===== src/rtl/jtdsp16_do_cache.sv =====
// DSP16 do/redo loop sequencer: captures the loop body while it executes from ROM,
// then replays it from a small instruction cache with the program counter held.
module jtdsp16_do_cache #(
    parameter int CW = 15,
    parameter int KW = 7
) (
    input  logic          clk,
    input  logic          rst,
    input  logic          cen,
    input  logic          do_start,
    input  logic          redo_start,
    input  logic [3:0]    ni,
    input  logic [KW-1:0] k,
    input  logic          ins_adv,
    input  logic [15:0]   rom_dout,
    output logic [15:0]   cache_dout,
    output logic          cache_sel,
    output logic          pc_hold,
    output logic          busy,
    output logic          done,
    output logic [KW-1:0] cnt_dout
);

    typedef enum logic [1:0] {
        IDLE   = 2'd0,
        FILL   = 2'd1,
        REPLAY = 2'd2
    } state_t;

    localparam logic [KW-1:0] CNT_ONE = KW'(1);
    localparam logic [4:0]    NI_MAX  = 5'(CW);

    state_t        state;
    logic [3:0]    wr_ptr;
    logic [3:0]    rd_ptr;
    logic [3:0]    ni_q;
    logic [KW-1:0] cnt;
    logic          cache_valid;
    logic          done_q;
    logic [15:0]   cache [0:CW-1];

    logic          ni_ok;
    logic [KW-1:0] k_eff;
    logic [3:0]    last_ptr;
    logic          fill_wr;

    // A zero repeat count still runs the body once.
    always_comb begin
        ni_ok    = (ni != 4'd0) && ({1'b0, ni} <= NI_MAX);
        k_eff    = (k == '0) ? CNT_ONE : k;
        last_ptr = ni_q - 4'd1;
        fill_wr  = cen && !rst && (state == FILL) && ins_adv;
    end

    // NOTE: the cache array has no reset; only cache_valid says whether it holds a body.
    always_ff @(posedge clk) begin
        if (fill_wr) begin
            cache[wr_ptr] <= rom_dout;
        end
    end

    // NOTE: all state uses non-blocking assignments so every register samples pre-edge values.
    always_ff @(posedge clk) begin
        if (rst) begin
            state       <= IDLE;
            wr_ptr      <= 4'd0;
            rd_ptr      <= 4'd0;
            ni_q        <= 4'd0;
            cnt         <= '0;
            cache_valid <= 1'b0;
            done_q      <= 1'b0;
        end else if (cen) begin
            done_q <= 1'b0;
            case (state)
                IDLE: begin
                    if (do_start) begin
                        if (ni_ok) begin
                            state       <= FILL;
                            ni_q        <= ni;
                            cnt         <= k_eff;
                            wr_ptr      <= 4'd0;
                            cache_valid <= 1'b0;
                        end
                    end else if (redo_start && cache_valid) begin
                        state  <= REPLAY;
                        cnt    <= k_eff;
                        rd_ptr <= 4'd0;
                    end
                end

                FILL: begin
                    if (ins_adv) begin
                        wr_ptr <= wr_ptr + 4'd1;
                        if (wr_ptr == last_ptr) begin
                            cache_valid <= 1'b1;
                            if (cnt == CNT_ONE) begin
                                state  <= IDLE;
                                done_q <= 1'b1;
                            end else begin
                                cnt    <= cnt - CNT_ONE;
                                rd_ptr <= 4'd0;
                                state  <= REPLAY;
                            end
                        end
                    end
                end

                REPLAY: begin
                    if (ins_adv) begin
                        if (rd_ptr == last_ptr) begin
                            rd_ptr <= 4'd0;
                            if (cnt == CNT_ONE) begin
                                state  <= IDLE;
                                done_q <= 1'b1;
                            end else begin
                                cnt <= cnt - CNT_ONE;
                            end
                        end else begin
                            rd_ptr <= rd_ptr + 4'd1;
                        end
                    end
                end

                default: state <= IDLE;
            endcase
        end
    end

    // Outputs decode directly from registered state so they are valid right after each edge.
    always_comb begin
        cache_sel  = (state == REPLAY);
        pc_hold    = (state == REPLAY);
        busy       = (state != IDLE);
        done       = done_q;
        cnt_dout   = busy ? cnt : '0;
        cache_dout = (state == REPLAY) ? cache[rd_ptr] : 16'h0000;
    end

endmodule


===== config.mk =====
export PLATFORM = sky130hd
export DESIGN_NAME = jtdsp16_do_cache
export DESIGN_NICKNAME = d
export VERILOG_FILES = /design/src/rtl/jtdsp16_do_cache.sv
export SDC_FILE = /design/constraint.sdc
export NUM_CORES = 1
export LEC_CHECK = 0
export CAP_MARGIN = 5
export CORE_MARGIN = 2
export CORE_UTILIZATION = 40
export CTS_BUF_LIST = sky130_fd_sc_hd__clkbuf_8
export DETAILED_ROUTE_END_ITERATION = 8
export PLACE_DENSITY = 0.61
export SYNTH_ARGS = -nofsm -noshare
export SYNTH_HDL_FRONTEND = slang
export SYNTH_SLANG_ARGS = --single-unit

===== constraint.sdc =====
create_clock -name clk -period 6.96 [get_ports clk]
set_input_delay 1.044 -clock clk [delete_from_list [all_inputs] [get_ports clk]]
set_output_delay 1.044 -clock clk [all_outputs]
set_load 0.005 [all_outputs]

## Word level (Yosys, flattened, before mapping)

Memory sizes are Yosys's and may differ from the RTL's. A register that Yosys moved wholly into a read port is not among the register bits.
Index checks and enable logic that the tools add are counted.

- Bits in registers: 23
- RAM bits: 240
- Memories kept: 1

Memory list:

| memory | words | bits a word | read ports | clocked after Yosys merged registers in | write ports | line | source |
|---|---|---|---|---|---|---|---|
| cache | 15 | 16 | 1 | 1 | 1 | 40 | `logic [15:0] cache [0:CW-1];` |

- Add/sub/neg operators: 4
- Eq/ne operators: 17
- Muxes and demuxes: 49
- Reductions and logical operators: 17

Operators by type and width:

| kind | number |
|---|---|
| $mux 7 | 10 |
| $mux 4 | 12 |
| $reduce_and 8->1 | 3 |
| $pmux 7 s3 | 1 |
| $mux 2 | 9 |
| $mux 16 | 1 |
| $ne 2x2->1 const B | 7 |
| $pmux 4 s3 | 1 |
| $mux 1 | 11 |
| $add 4x1->4 const B | 2 |
| $eq 4x4->1 | 2 |
| $pmux 4 s2 | 1 |
| $eq 7x1->1 const B | 1 |
| $logic_not 7->1 | 1 |
| $sub 7x1->7 const B | 1 |
| $ne 2x1->1 const B | 3 |
| $ne 3x3->1 const B | 2 |
| $pmux 2 s3 | 1 |
| $reduce_and 6->1 | 1 |
| $reduce_and 5->1 | 1 |
| $logic_and 1x1->1 | 4 |
| $pmux 1 s2 | 2 |
| $reduce_and 4->1 | 1 |
| $reduce_bool 2->1 | 2 |
| 7 further kinds | 7 |

## Logic depth before layout (Yosys ltp)

- Depth after elaboration: 7
- Mapped depth: 9
- Gate-level depth less buffers: 8

## Worst setup path before layout

No wires, ideal clock.

- Path kind: register -> output
- Start point: reg (tool-made name)
- End point: out cache_dout[10]
- Data arrival time: 1966 ps
- Path slack: 3950 ps
- Cell stages (with the launch flop): 8
- Path buffers: 3
- Path through: dfxtp_1 > buf_2 > buf_2 > buf_2 > mux2i_1 > o21ai_0 > mux4_2 > and2_1

RTL lines:

| item | line | source |
|---|---|---|
| to (decl) | 16 | `output logic [15:0] cache_dout,` |

==> flow_metrics.py <==
metrics = {
    "layout": {
        "drive_gt1_frac": 0.202,
        "fin_nets": 758,
        "syn_to_final_growth_pct": 17.2,
        "n_antenna_cell": 0,
        "stdcell_count": 1089,
        "fin_area_um2": 12800,
        "utilization": 0.477,
    },
    "power": {
        "clockPowerShare": 0.385,
        "vdd_ir_drop_max_mv": 0.137,
        "p_switching_uw": 745,
        "p_int_uw": 2560,
        "switching_share": 0.225,
        "p_seq_frac": 0.537,
        "combPwrFrac": 0.079,
        "power.leakage_uw": 0.00405,
        "pwr_density_cell_nw_per_um2": 258,
    },
    "synth": {
        "syn_area_per_cell_um2": 17.6,
        "ys_dominant_reg_cell": "edfxtp_1",
        "synth_xor_area_frac": 0.00949,
        "syn_nets": 666,
        "synthTopCellsByArea": "edfxtp_1, mux4_2, dfxtp_1, mux2i_1, ha_1",
        "synthMuxAreaShare": 0.150,
        "ys_ff_latch": 267,
        "synth-simple-area-share": 0.0624,
        "yosysSeqAreaShare": 0.708,
        "synth.distinct_cells": 50,
        "synth-compound-area-share": 0.0398,
        "syn-cell-area_um2": 10900,
        "synth_top_family_by_area": "multiplexers",
        "synth-edff-count": 240,
        "yosysWarnings": 0,
        "synth_top_area_share": 0.659,
        "yosysTopAreaCell": "edfxtp_1",
        "synthesis.instances": 622,
        "async_flop_share": 0,
        "synthAdderAreaFrac": 0.0126,
    },
    "flow_run": {
        "maxCapViolCount": 0,
    },
    "global_route": {
        "grt_pass1_vias": 6107,
        "grt_pass1_wl_um": 35500,
        "grtUsageTotal": 0.166,
        "grt_max_degree": 44,
        "antenna_found_initial": 0,
        "gr-total-overflow": 0,
    },
    "floorplanning": {
        "die_w_um": 169,
        "dieArea_um2": 28700,
        "die_h_um": 169,
        "io_pins": 60,
        "num_rows": 60,
        "core_um2": 26900,
        "initial_utilization": 0.407,
    },
    "worst_setup_path": {
        "crit_fanout": 43,
        "critical_path_class": "register to output port",
        "crit_path_start_kind": "register",
        "cpMostUsedCell": "mux4_2",
        "cp_cell_sequence": "buf_4 > mux4_2 > mux4_2 > and2_1 > clkdlybuf4s50_1",
        "arrival_ps": 3670,
        "slowest_stage": "dfxtp_4",
        "path_buf_inv": 2,
        "crit_family": "multiplexers",
        "worst_setup_path_end_kind": "output port",
        "worstPathRequired_ps": 5920,
        "critical-path-max-stage-delay_ps": 910,
    },
    "place": {
        "dp_cells": 1009,
        "place_area_um2": 12000,
        "pre_cts_ws_ps": 2720,
        "io_buffers": 59,
        "dpl.hpwl_um": 13400,
        "gp_congestion": 0.773,
    },
    "worst_hold_path": {
        "hold_path.class": "register to register",
    },
    "clock_tree": {
        "path_clk_slew_ps": 60,
        "postCtsSetupBuffers": 0,
        "cts_buffers": 44,
        "cts_tree": "yes",
        "clk_latency_ps": 550,
        "cts_max_level": 2,
        "cts.path.max_buffers": 3,
        "holdBufCountCts": 0,
        "cts_resized": 0,
        "cts_sinks": 267,
        "cts-root-buf": "clkbuf_8",
    },
    "drt": {
        "drt_wl_total_um": 23200,
        "vias_per_cell": 5.40,
        "drtIter0Drc": 513,
        "drc_errors": 0,
        "ant_nets": 0,
        "drt_first_pass_iters": 7,
        "routedWlPerCell_um": 21.3,
        "vias": 5877,
    },
    "timing": {
        "rsz0062_at_grt": "no",
        "fmax_ghz": 0.212,
        "setup_slack_ps": 2250,
        "worstMarginPinSlew_ps": 1060,
        "post-route-period-util": 0.677,
        "slew_viol_final": 0,
        "relSlewSlack": 0.291,
        "setup_viol": 0,
        "fin_crit_ps": 4710,
        "finalHoldViolCount": 0,
        "fin_tns_setup_ps": 0,
        "skew_ps": 18.5,
    },
    "run_status": {
        "run_status": "finished clean",
    },
}
## final timing paths
check           start            end  slack [ps]  depth (start not counted)
min reg2reg      done           done         480                          2
max reg2reg   ni_q[0]         cnt[0]        4230                          8
max          register  cache_dout[6]        2250                          5
min              done           done         480                          2
## cell usage in the layout (no fill, tap or decap), types with 2 or more instances in the layout
| cell type | count |
|---|---|
| nor3b_1 | 2 |
| and3_1 | 3 |
| nand2_1 | 34 |
| buf_4 | 20 |
| clkinv_2 | 6 |
| nor3_2 | 4 |
| clkinvlp_4 | 2 |
| clkdlybuf4s50_1 | 59 |
| edfxtp_1 | 240 |
| nand2b_1 | 9 |
| a2111oi_2 | 2 |
| a22oi_1 | 3 |
| dfxtp_1 | 25 |
| a21oi_1 | 22 |
| xnor2_1 | 6 |
| ha_1 | 11 |
| mux4_2 | 64 |
| inv_1 | 32 |
| clkinv_1 | 5 |
| bufinv_16 | 2 |
| nor2_1 | 34 |
| a211o_1 | 2 |
| nand3_1 | 4 |
| a31oi_1 | 2 |
| nor2b_1 | 6 |
| nor4_1 | 2 |
| o21ai_1 | 4 |
| clkbuf_8 | 46 |
| and2_1 | 17 |
| o21ai_0 | 23 |
| nor3_1 | 6 |
| o31ai_1 | 3 |
| or4_1 | 6 |
| mux2i_1 | 19 |
| xor2_1 | 4 |
## worst reg2reg max path: cells and delay by family (launching register included)
kind / cells / cell delay (ps)
fa+ha+maj: 1 / 230
buf+inv: 1 / 70
simple gates: 1 / 330
flops: 1 / 430
xor+xnor: 2 / 330
compound gates: 3 / 1180
## layout make-up
class | count | area, um^2
clock buffers | 46 | 633
clock inverters | 34 | 195
fillers | 2257 | 14100
inverters | 13 | 48.8
multi-input cells | 309 | 3020
flip-flops and latches | 267 | 7750
well taps | 341 | 427
repair buffers | 79 | 741
## flip-flops by register name, indices dropped and copies added (netlist names), named ones only
signal / count
cache: 240
cnt: 7
ni_q: 4
rd_ptr: 4
wr_ptr: 4
state: 2
cache_valid: 1
done: 1
## metrics by stage
step / power [uW] / hold slack, ps
6_report: 3310 / 484
5_1_grt: 3450 / 513
4_1_cts: 3350 / 485
3_5_place_dp: 2070 / 473
3_3_place_gp: 2060 / 458
2_1_floorplan: 1960 / 445
## cell usage after synthesis (3+ instances only)
| library cell | instances |
|---|---|
| o31ai_1 | 3 |
| xnor2_1 | 6 |
| a21oi_1 | 22 |
| buf_2 | 7 |
| mux4_2 | 64 |
| mux2i_1 | 19 |
| nand2b_1 | 9 |
| and2_1 | 17 |
| xor2_1 | 4 |
| ha_1 | 11 |
| or4_1 | 6 |
| nor2_1 | 34 |
| o21ai_1 | 4 |
| clkbuf_1 | 21 |
| nor3_1 | 10 |
| nand3_1 | 4 |
| nand2_1 | 34 |
| edfxtp_1 | 240 |
| nor2b_1 | 6 |
| o21ai_0 | 23 |
| inv_1 | 12 |
| buf_1 | 3 |
| dfxtp_1 | 27 |
| a22oi_1 | 3 |
| and3_1 | 3 |
## power by group through the flow
stage | Combinational, uW | Clock (uW) | Sequential (uW)
final | 260 | 1270 | 1770
after global routing | 290 | 1380 | 1780
after CTS | 262 | 1310 | 1770
after detailed placement | 261 | 0 | 1810
after global placement | 253 | 0 | 1810
after floorplan | 163 | 0 | 1800
## logic make-up (layout without fill, tap and decap cells)
kind of cell,after synthesis,count (layout)
adders and majority gates,11,11
buffers and inverters,46,172
xor gates and xnor gates,11,11
muxes,84,84
AOI/OAI and AO/OA,69,69
DFF,267,267
and+or+nand+nor,134,134
## metal layers
| metal | vias to the layer above | global-route usage | wire length (um) |
|---|---|---|---|
| met3 | 33 | 0.0299 | 1200 |
| met4 | 0 | 0.0557 | 420 |
| met5 | - | 0 | 0 |
| met1 | 3026 | 0.217 | 9710 |
| li1 | 2653 | - | - |
| met2 | 165 | 0.282 | 11900 |
Note: power is estimated with default switching activity, not from simulation.
